### config.mk
export PLATFORM = sky130hd
export DESIGN_NAME = dm_bus_bridge
export DESIGN_NICKNAME = d
export VERILOG_FILES = /design/src/rtl/dm_bus_pkg.sv /design/src/rtl/dm_lane_align.sv /design/src/rtl/dm_bus_bridge.sv
export SDC_FILE = /design/constraint.sdc
export NUM_CORES = 1
export LEC_CHECK = 0
export BUFFER_PORTS_ARGS = -buffer_cell sky130_fd_sc_hd__buf_2
export CORE_ASPECT_RATIO = 2
export CORE_UTILIZATION = 25
export CTS_CLUSTER_DIAMETER = 100
export DETAILED_ROUTE_END_ITERATION = 8
export GPL_ROUTABILITY_DRIVEN = 0
export SLEW_MARGIN = 20
export SYNTH_ARGS = -nofsm -noshare
export SYNTH_HDL_FRONTEND = slang
export SYNTH_SLANG_ARGS = --single-unit
### constraint.sdc
create_clock -name clk -period 2.2 [get_ports clk]
set_input_delay 0.11 -clock clk [delete_from_list [all_inputs] [get_ports clk]]
set_output_delay 0.11 -clock clk [all_outputs]
set_load 0.05 [all_outputs]
### src/rtl/dm_bus_pkg.sv
// dm_bus_pkg: shared definitions for the data-memory bus bridge.
//   - FSM state encoding (ST_IDLE, ST_BUS, ST_RESP)
//   - access size codes (SZ_BYTE, SZ_HALF, SZ_WORD; 2'b11 is reserved)
//   - access_legal(): alignment / size legality check for a core request
package dm_bus_pkg;

  typedef enum logic [1:0] {
    ST_IDLE = 2'd0,
    ST_BUS  = 2'd1,
    ST_RESP = 2'd2
  } state_e;

  localparam logic [1:0] SZ_BYTE = 2'b00;
  localparam logic [1:0] SZ_HALF = 2'b01;
  localparam logic [1:0] SZ_WORD = 2'b10;

  // Bytes may sit anywhere, halves need even addresses, words need
  // 4-byte alignment; the reserved size code is never legal.
  function automatic logic access_legal(input logic [1:0] size,
                                        input logic [1:0] off);
    logic ok;
    case (size)
      SZ_BYTE: ok = 1'b1;
      SZ_HALF: ok = ~off[0];
      SZ_WORD: ok = (off == 2'b00);
      default: ok = 1'b0;
    endcase
    return ok;
  endfunction

endpackage

### src/rtl/dm_lane_align.sv
// dm_lane_align: combinational load-data aligner.
// Shifts the addressed byte lane(s) of a bus read word down to bit 0 and
// sign- or zero-extends bytes and halves; words pass straight through.
// Ports:
//   rdata [31:0] in   raw bus read word
//   off   [1:0]  in   byte offset within the word
//   size  [1:0]  in   access size code
//   sign         in   1 = sign-extend, 0 = zero-extend
//   data  [31:0] out  aligned, extended load data
module dm_lane_align
  import dm_bus_pkg::*;
(
  input  logic [31:0] rdata,
  input  logic [1:0]  off,
  input  logic [1:0]  size,
  input  logic        sign,
  output logic [31:0] data
);

  logic [31:0] shifted;

  always_comb begin
    shifted = rdata >> {off, 3'b000};
    case (size)
      SZ_BYTE: data = {{24{sign & shifted[7]}}, shifted[7:0]};
      SZ_HALF: data = {{16{sign & shifted[15]}}, shifted[15:0]};
      default: data = shifted;
    endcase
  end

endmodule

### src/rtl/dm_bus_bridge.sv
// dm_bus_bridge: multi-cycle bridge from the core load/store path to a
// word-wide memory bus with variable wait states.
// Ports:
//   clk, rst (async, active-low)
//   cpu_req/we/size/sign/addr/wdata  core request, held while cpu_stall=1
//   cpu_rdata, cpu_err               result, valid in the RESP cycle
//   cpu_stall                        combinational hold for the core
//   bus_req/we/be/addr/wdata         registered bus transaction
//   bus_ack, bus_rdata               bus completion and read data
// Parameters: TIMEOUT (BUS cycles without ack before abort, 0 = never),
//             CNT_W (counter width, 2^CNT_W > TIMEOUT).
module dm_bus_bridge
  import dm_bus_pkg::*;
#(
  parameter int TIMEOUT = 16,
  parameter int CNT_W   = 5
) (
  input  logic        clk,
  input  logic        rst,
  input  logic        cpu_req,
  input  logic        cpu_we,
  input  logic [1:0]  cpu_size,
  input  logic        cpu_sign,
  input  logic [31:0] cpu_addr,
  input  logic [31:0] cpu_wdata,
  output logic [31:0] cpu_rdata,
  output logic        cpu_stall,
  output logic        cpu_err,
  output logic        bus_req,
  output logic        bus_we,
  output logic [3:0]  bus_be,
  output logic [31:0] bus_addr,
  output logic [31:0] bus_wdata,
  input  logic        bus_ack,
  input  logic [31:0] bus_rdata
);

  localparam logic [CNT_W-1:0] TO_LAST = CNT_W'((TIMEOUT == 0) ? 0 : TIMEOUT - 1);

  state_e      state_q, state_d;
  logic        we_q, we_d;
  logic [3:0]  be_q, be_d;
  logic [31:0] addr_q, addr_d;
  logic [31:0] wdata_q, wdata_d;
  logic [1:0]  size_q, size_d;
  logic        sign_q, sign_d;
  logic [1:0]  off_q, off_d;
  logic [31:0] rdata_q, rdata_d;
  logic        err_q, err_d;
  logic [CNT_W-1:0] cnt_q, cnt_d;

  logic [1:0]  req_off;
  logic [3:0]  req_be;
  logic [31:0] req_wdata;
  logic [31:0] load_data;
  logic        timeout_hit;

  dm_lane_align u_align (
    .rdata (bus_rdata),
    .off   (off_q),
    .size  (size_q),
    .sign  (sign_q),
    .data  (load_data)
  );

  // Byte enables and lane replication for the incoming request, so the
  // addressed bytes land on the right lanes whatever the offset.
  always_comb begin
    req_off = cpu_addr[1:0];
    case (cpu_size)
      SZ_BYTE: begin
        req_be    = 4'b0001 << req_off;
        req_wdata = {4{cpu_wdata[7:0]}};
      end
      SZ_HALF: begin
        req_be    = 4'b0011 << req_off;
        req_wdata = {2{cpu_wdata[15:0]}};
      end
      default: begin
        req_be    = 4'b1111;
        req_wdata = cpu_wdata;
      end
    endcase
  end

  assign timeout_hit = (TIMEOUT != 0) && (cnt_q == TO_LAST);

  always_comb begin
    state_d = state_q;
    we_d    = we_q;
    be_d    = be_q;
    addr_d  = addr_q;
    wdata_d = wdata_q;
    size_d  = size_q;
    sign_d  = sign_q;
    off_d   = off_q;
    rdata_d = rdata_q;
    err_d   = 1'b0;       // error is only ever raised for the RESP cycle
    cnt_d   = cnt_q;

    case (state_q)
      ST_IDLE: begin
        if (cpu_req) begin
          if (access_legal(cpu_size, req_off)) begin
            state_d = ST_BUS;
            we_d    = cpu_we;
            be_d    = req_be;
            addr_d  = {cpu_addr[31:2], 2'b00};
            wdata_d = req_wdata;
            size_d  = cpu_size;
            sign_d  = cpu_sign;
            off_d   = req_off;
            cnt_d   = '0;
          end else begin
            state_d = ST_RESP;
            err_d   = 1'b1;
            rdata_d = '0;
          end
        end
      end
      ST_BUS: begin
        // Ack is checked first so it wins over a same-cycle timeout.
        if (bus_ack) begin
          state_d = ST_RESP;
          rdata_d = we_q ? 32'd0 : load_data;
          cnt_d   = '0;
        end else if (timeout_hit) begin
          state_d = ST_RESP;
          err_d   = 1'b1;
          rdata_d = '0;
          cnt_d   = '0;
        end else begin
          cnt_d = cnt_q + 1'b1;
        end
      end
      ST_RESP: state_d = ST_IDLE;
      default: state_d = ST_IDLE;
    endcase
  end

  always_ff @(posedge clk or negedge rst) begin
    if (!rst) begin
      state_q <= ST_IDLE;
      we_q    <= 1'b0;
      be_q    <= '0;
      addr_q  <= '0;
      wdata_q <= '0;
      size_q  <= SZ_BYTE;
      sign_q  <= 1'b0;
      off_q   <= '0;
      rdata_q <= '0;
      err_q   <= 1'b0;
      cnt_q   <= '0;
    end else begin
      state_q <= state_d;
      we_q    <= we_d;
      be_q    <= be_d;
      addr_q  <= addr_d;
      wdata_q <= wdata_d;
      size_q  <= size_d;
      sign_q  <= sign_d;
      off_q   <= off_d;
      rdata_q <= rdata_d;
      err_q   <= err_d;
      cnt_q   <= cnt_d;
    end
  end

  // bus_req decodes straight from the state flop, so an asynchronous
  // reset mid-transaction drops it without waiting for a clock edge.
  assign bus_req   = (state_q == ST_BUS);
  assign bus_we    = we_q;
  assign bus_be    = be_q;
  assign bus_addr  = addr_q;
  assign bus_wdata = wdata_q;
  assign cpu_rdata = rdata_q;
  assign cpu_err   = err_q;
  assign cpu_stall = ((state_q == ST_IDLE) && cpu_req) || (state_q == ST_BUS);

endmodule

==> results.yml <==
outcome:
  status: "complete, no violations"
floorplan:
  start_util: 0.257
  die_x_um: 104
  core-area_um2: 20500
  die_h_um: 207
  die_area_um2: 21600
  ios: 208
  num_rows: 74
timing:
  setup_slack_ns: 0.300
  fin_skew_ns: 0.00832
  timing.hold.ws_ns: 0.0102
  fmax_mhz: 526
  hold_viol: 0
  slew-limit-headroom: 0.315
  setup_viol_count_final: 0
  period_share: 0.864
  fin_crit_ns: 1.90
  rsz0062_at_grt: "no"
  tns_ns: 0
  slew_violations: 0
  worst_pin_slew_ns: 1.02
placed_design:
  dp_cells: 899
  dp_slack_ns: 0.314
  dp_hpwl_mm: 11.5
  portBuffers: 205
  placed_area_um2: 6550
global_route:
  grt_pass1_vias: 4466
  grt_pass1_wl_mm: 23.6
  antenna_found_initial: 2
  overflow: 0
  grt_usage: 0.144
  grt_max_degree: 94
pwr:
  pwr-share-comb: 0.483
  p_per_area_nw_per_um2: 1270
  p_clk_frac: 0.181
  swShare: 0.472
  pwr-share-seq: 0.336
  p_sw_mw: 4.30
  intPower_mw: 4.80
  vdd_drop_max_mv: 0.824
  p_leak_nw: 3.61
critical_path:
  r2r_end: "cpu_rdata[18]$_DFFE_PN0P_"
  r2r_cells: 6
  critPathLaunchType: "register"
  worstPathArrival_ns: 2.15
  worst-path-max-fanout: 31
  end_kind: "register"
  required_ns: 2.45
  rrSetupSlack_ns: 0.30
  critPathKind: "register to register"
  r2r_start: "off_q[1]$_DFFE_PN0P_"
min_path:
  hp-start: "cpu_sign"
  hp-class: "input pin to register"
  hold_path_end: "sign_q$_DFFE_PN0P_"
  min_path_cells: 2
cts:
  post_cts_buffers: 0
  clk_pin_slew_ns: 0.08
  clockBufferDepth: 2
  htree_levels: 3
  clock_latency_ns: 0.36
  cts_tree: "yes"
  cts_resized: 0
  cts_buffers: 9
  clock-sinks: 112
  cts_root_buf: "clkbuf_16"
logic_synthesis:
  synth_mux_area_frac: 0.197
  netlist_instances: 451
  synth_top_family_by_area: "multiplexers"
  synth_area_um2: 5250
  yosys_most_used_dff: "dfrtp_1"
  synth_edf_count: 0
  synth_adder_area_share: 0.00238
  yosysWarnings: 0
  synthXorXnorAreaFrac: 0.00667
  yosysSeqAreaShare: 0.534
  ys_ff_latch: 112
  synthArstFlopShare: 1.00
  synthDistinctLibCells: 50
  avgSynthCellArea_um2: 11.6
  synth_compound_area_frac: 0.135
  synth_simple_gate_area_frac: 0.0884
cells_and_area:
  final_common_cell: "buf_2"
  fin_area_um2: 7170
  final_nets: 782
  finalNonFillerCells: 946
  n_antenna_cell: 0
  area_growth_pct: 36.5
  layout_common_cells: "204 x buf_2, 112 x dfrtp_1, 52 x mux2_2"
  drive_gt1_frac: 0.431
detailed_routing:
  drtAntennaViolNets: 0
  drt_iter0_drc: 129
  drc: 0
  via_count: 4350
  drtPass1Iterations: 4
  routed_wl_mm: 15.3
  viasPerCell: 4.60
  wire_per_inst_um: 16.1
run:
  maxCapViolations: 0
repair_timing:
item / in CTS / in global routing
endpoints found under the hold margin: 59 / 0
endpoints found under the setup margin: 0 / 0
hold buffers: 33 / 0
logic make-up (layout without fill, tap and decap cells):
logic type      after synthesis  in the layout
simple gates                 95             95
compound gates              104            104
buf+inv                      39            267
other cells                   1              2
mux                          95             95
flops                       112            112
xor+xnor                      4              4
fa+ha+maj                     1              1
per-stage QoR:
stage	power, mW	utilization
2_1_floorplan	6.35	-
3_3_place_gp	7.44	0.320
3_5_place_dp	7.48	0.320
4_1_cts	9.22	0.350
5_1_grt	9.58	0.350
6_report	9.10	0.350
power by group through the flow:
stage	sequential, mW	combinational (mW)	clock, mW
2_1_floorplan	5.09	1.26	0
3_3_place_gp	3.08	4.36	0
3_5_place_dp	3.09	4.39	0
4_1_cts	3.05	4.44	1.72
5_1_grt	3.15	4.63	1.80
6_report	3.05	4.40	1.65
registers in the layout, summed over array words and instances (netlist names):
name	count
state_q	2
bus_be	4
cnt_q	5
bus_wdata	32
bus_we	1
sign_q	1
bus_addr	30
cpu_err	1
cpu_rdata	32
off_q	2
size_q	2
area by class of cell:
cell class | count | area [µm²]
inverter | 3 | 11.3
clock inverter | 5 | 58.8
timing repair buffer | 250 | 1470
multi-input combinational | 301 | 2260
clock buffer | 9 | 225
tap | 266 | 333
sequential | 112 | 2800
fill | 2078 | 13300
how the worst max path moves through the flow:
stage	startpoint	to	slack, ns	cells past startpoint
2_1_floorplan	bus_we$_DFFE_PN0P_	cpu_rdata[24]$_DFFE_PN0P_	0.31	6
3_3_place_gp	off_q[1]$_DFFE_PN0P_	cpu_rdata[16]$_DFFE_PN0P_	0.33	6
3_5_place_dp	off_q[1]$_DFFE_PN0P_	cpu_rdata[19]$_DFFE_PN0P_	0.31	6
4_1_cts	off_q[1]$_DFFE_PN0P_	cpu_rdata[17]$_DFFE_PN0P_	0.29	6
5_1_grt	off_q[1]$_DFFE_PN0P_	cpu_rdata[17]$_DFFE_PN0P_	0.16	6
6_report	off_q[1]$_DFFE_PN0P_	cpu_rdata[18]$_DFFE_PN0P_	0.30	6
per-layer routing:
metal	wire, µm	track usage	part of all wire
met5	27	0	0.0018
met4	639	0.0847	0.042
met3	843	0.0399	0.055
met2	8460	0.272	0.55
met1	5300	0.140	0.35
synthesized netlist by cell type (5+ instances only):
| master | count | area [µm²] |
|---|---|---|
| dfrtp_1 | 112 | 2800 |
| mux2_2 | 52 | 586 |
| o21ai_0 | 42 | 210 |
| mux2i_1 | 41 | 410 |
| nand2_1 | 39 | 146 |
| nor2_1 | 27 | 101 |
| buf_2 | 16 | 80.1 |
| a21oi_1 | 15 | 75.1 |
| clkbuf_1 | 15 | 56.3 |
| o2bb2ai_1 | 15 | 131 |
| a211o_1 | 9 | 78.8 |
| a221o_1 | 8 | 80.1 |
| nand3b_1 | 8 | 60.1 |
| nand3_1 | 5 | 25.0 |
critical path: stages (launching register included):
cell and delay (ns):
dfrtp_1 0.43, buf_4 0.33, nor2b_1 0.11, a222oi_1 0.34, nor4b_2 0.09, buf_4 0.21, a211o_1 0.27
Power figures use the tool's default switching activity.
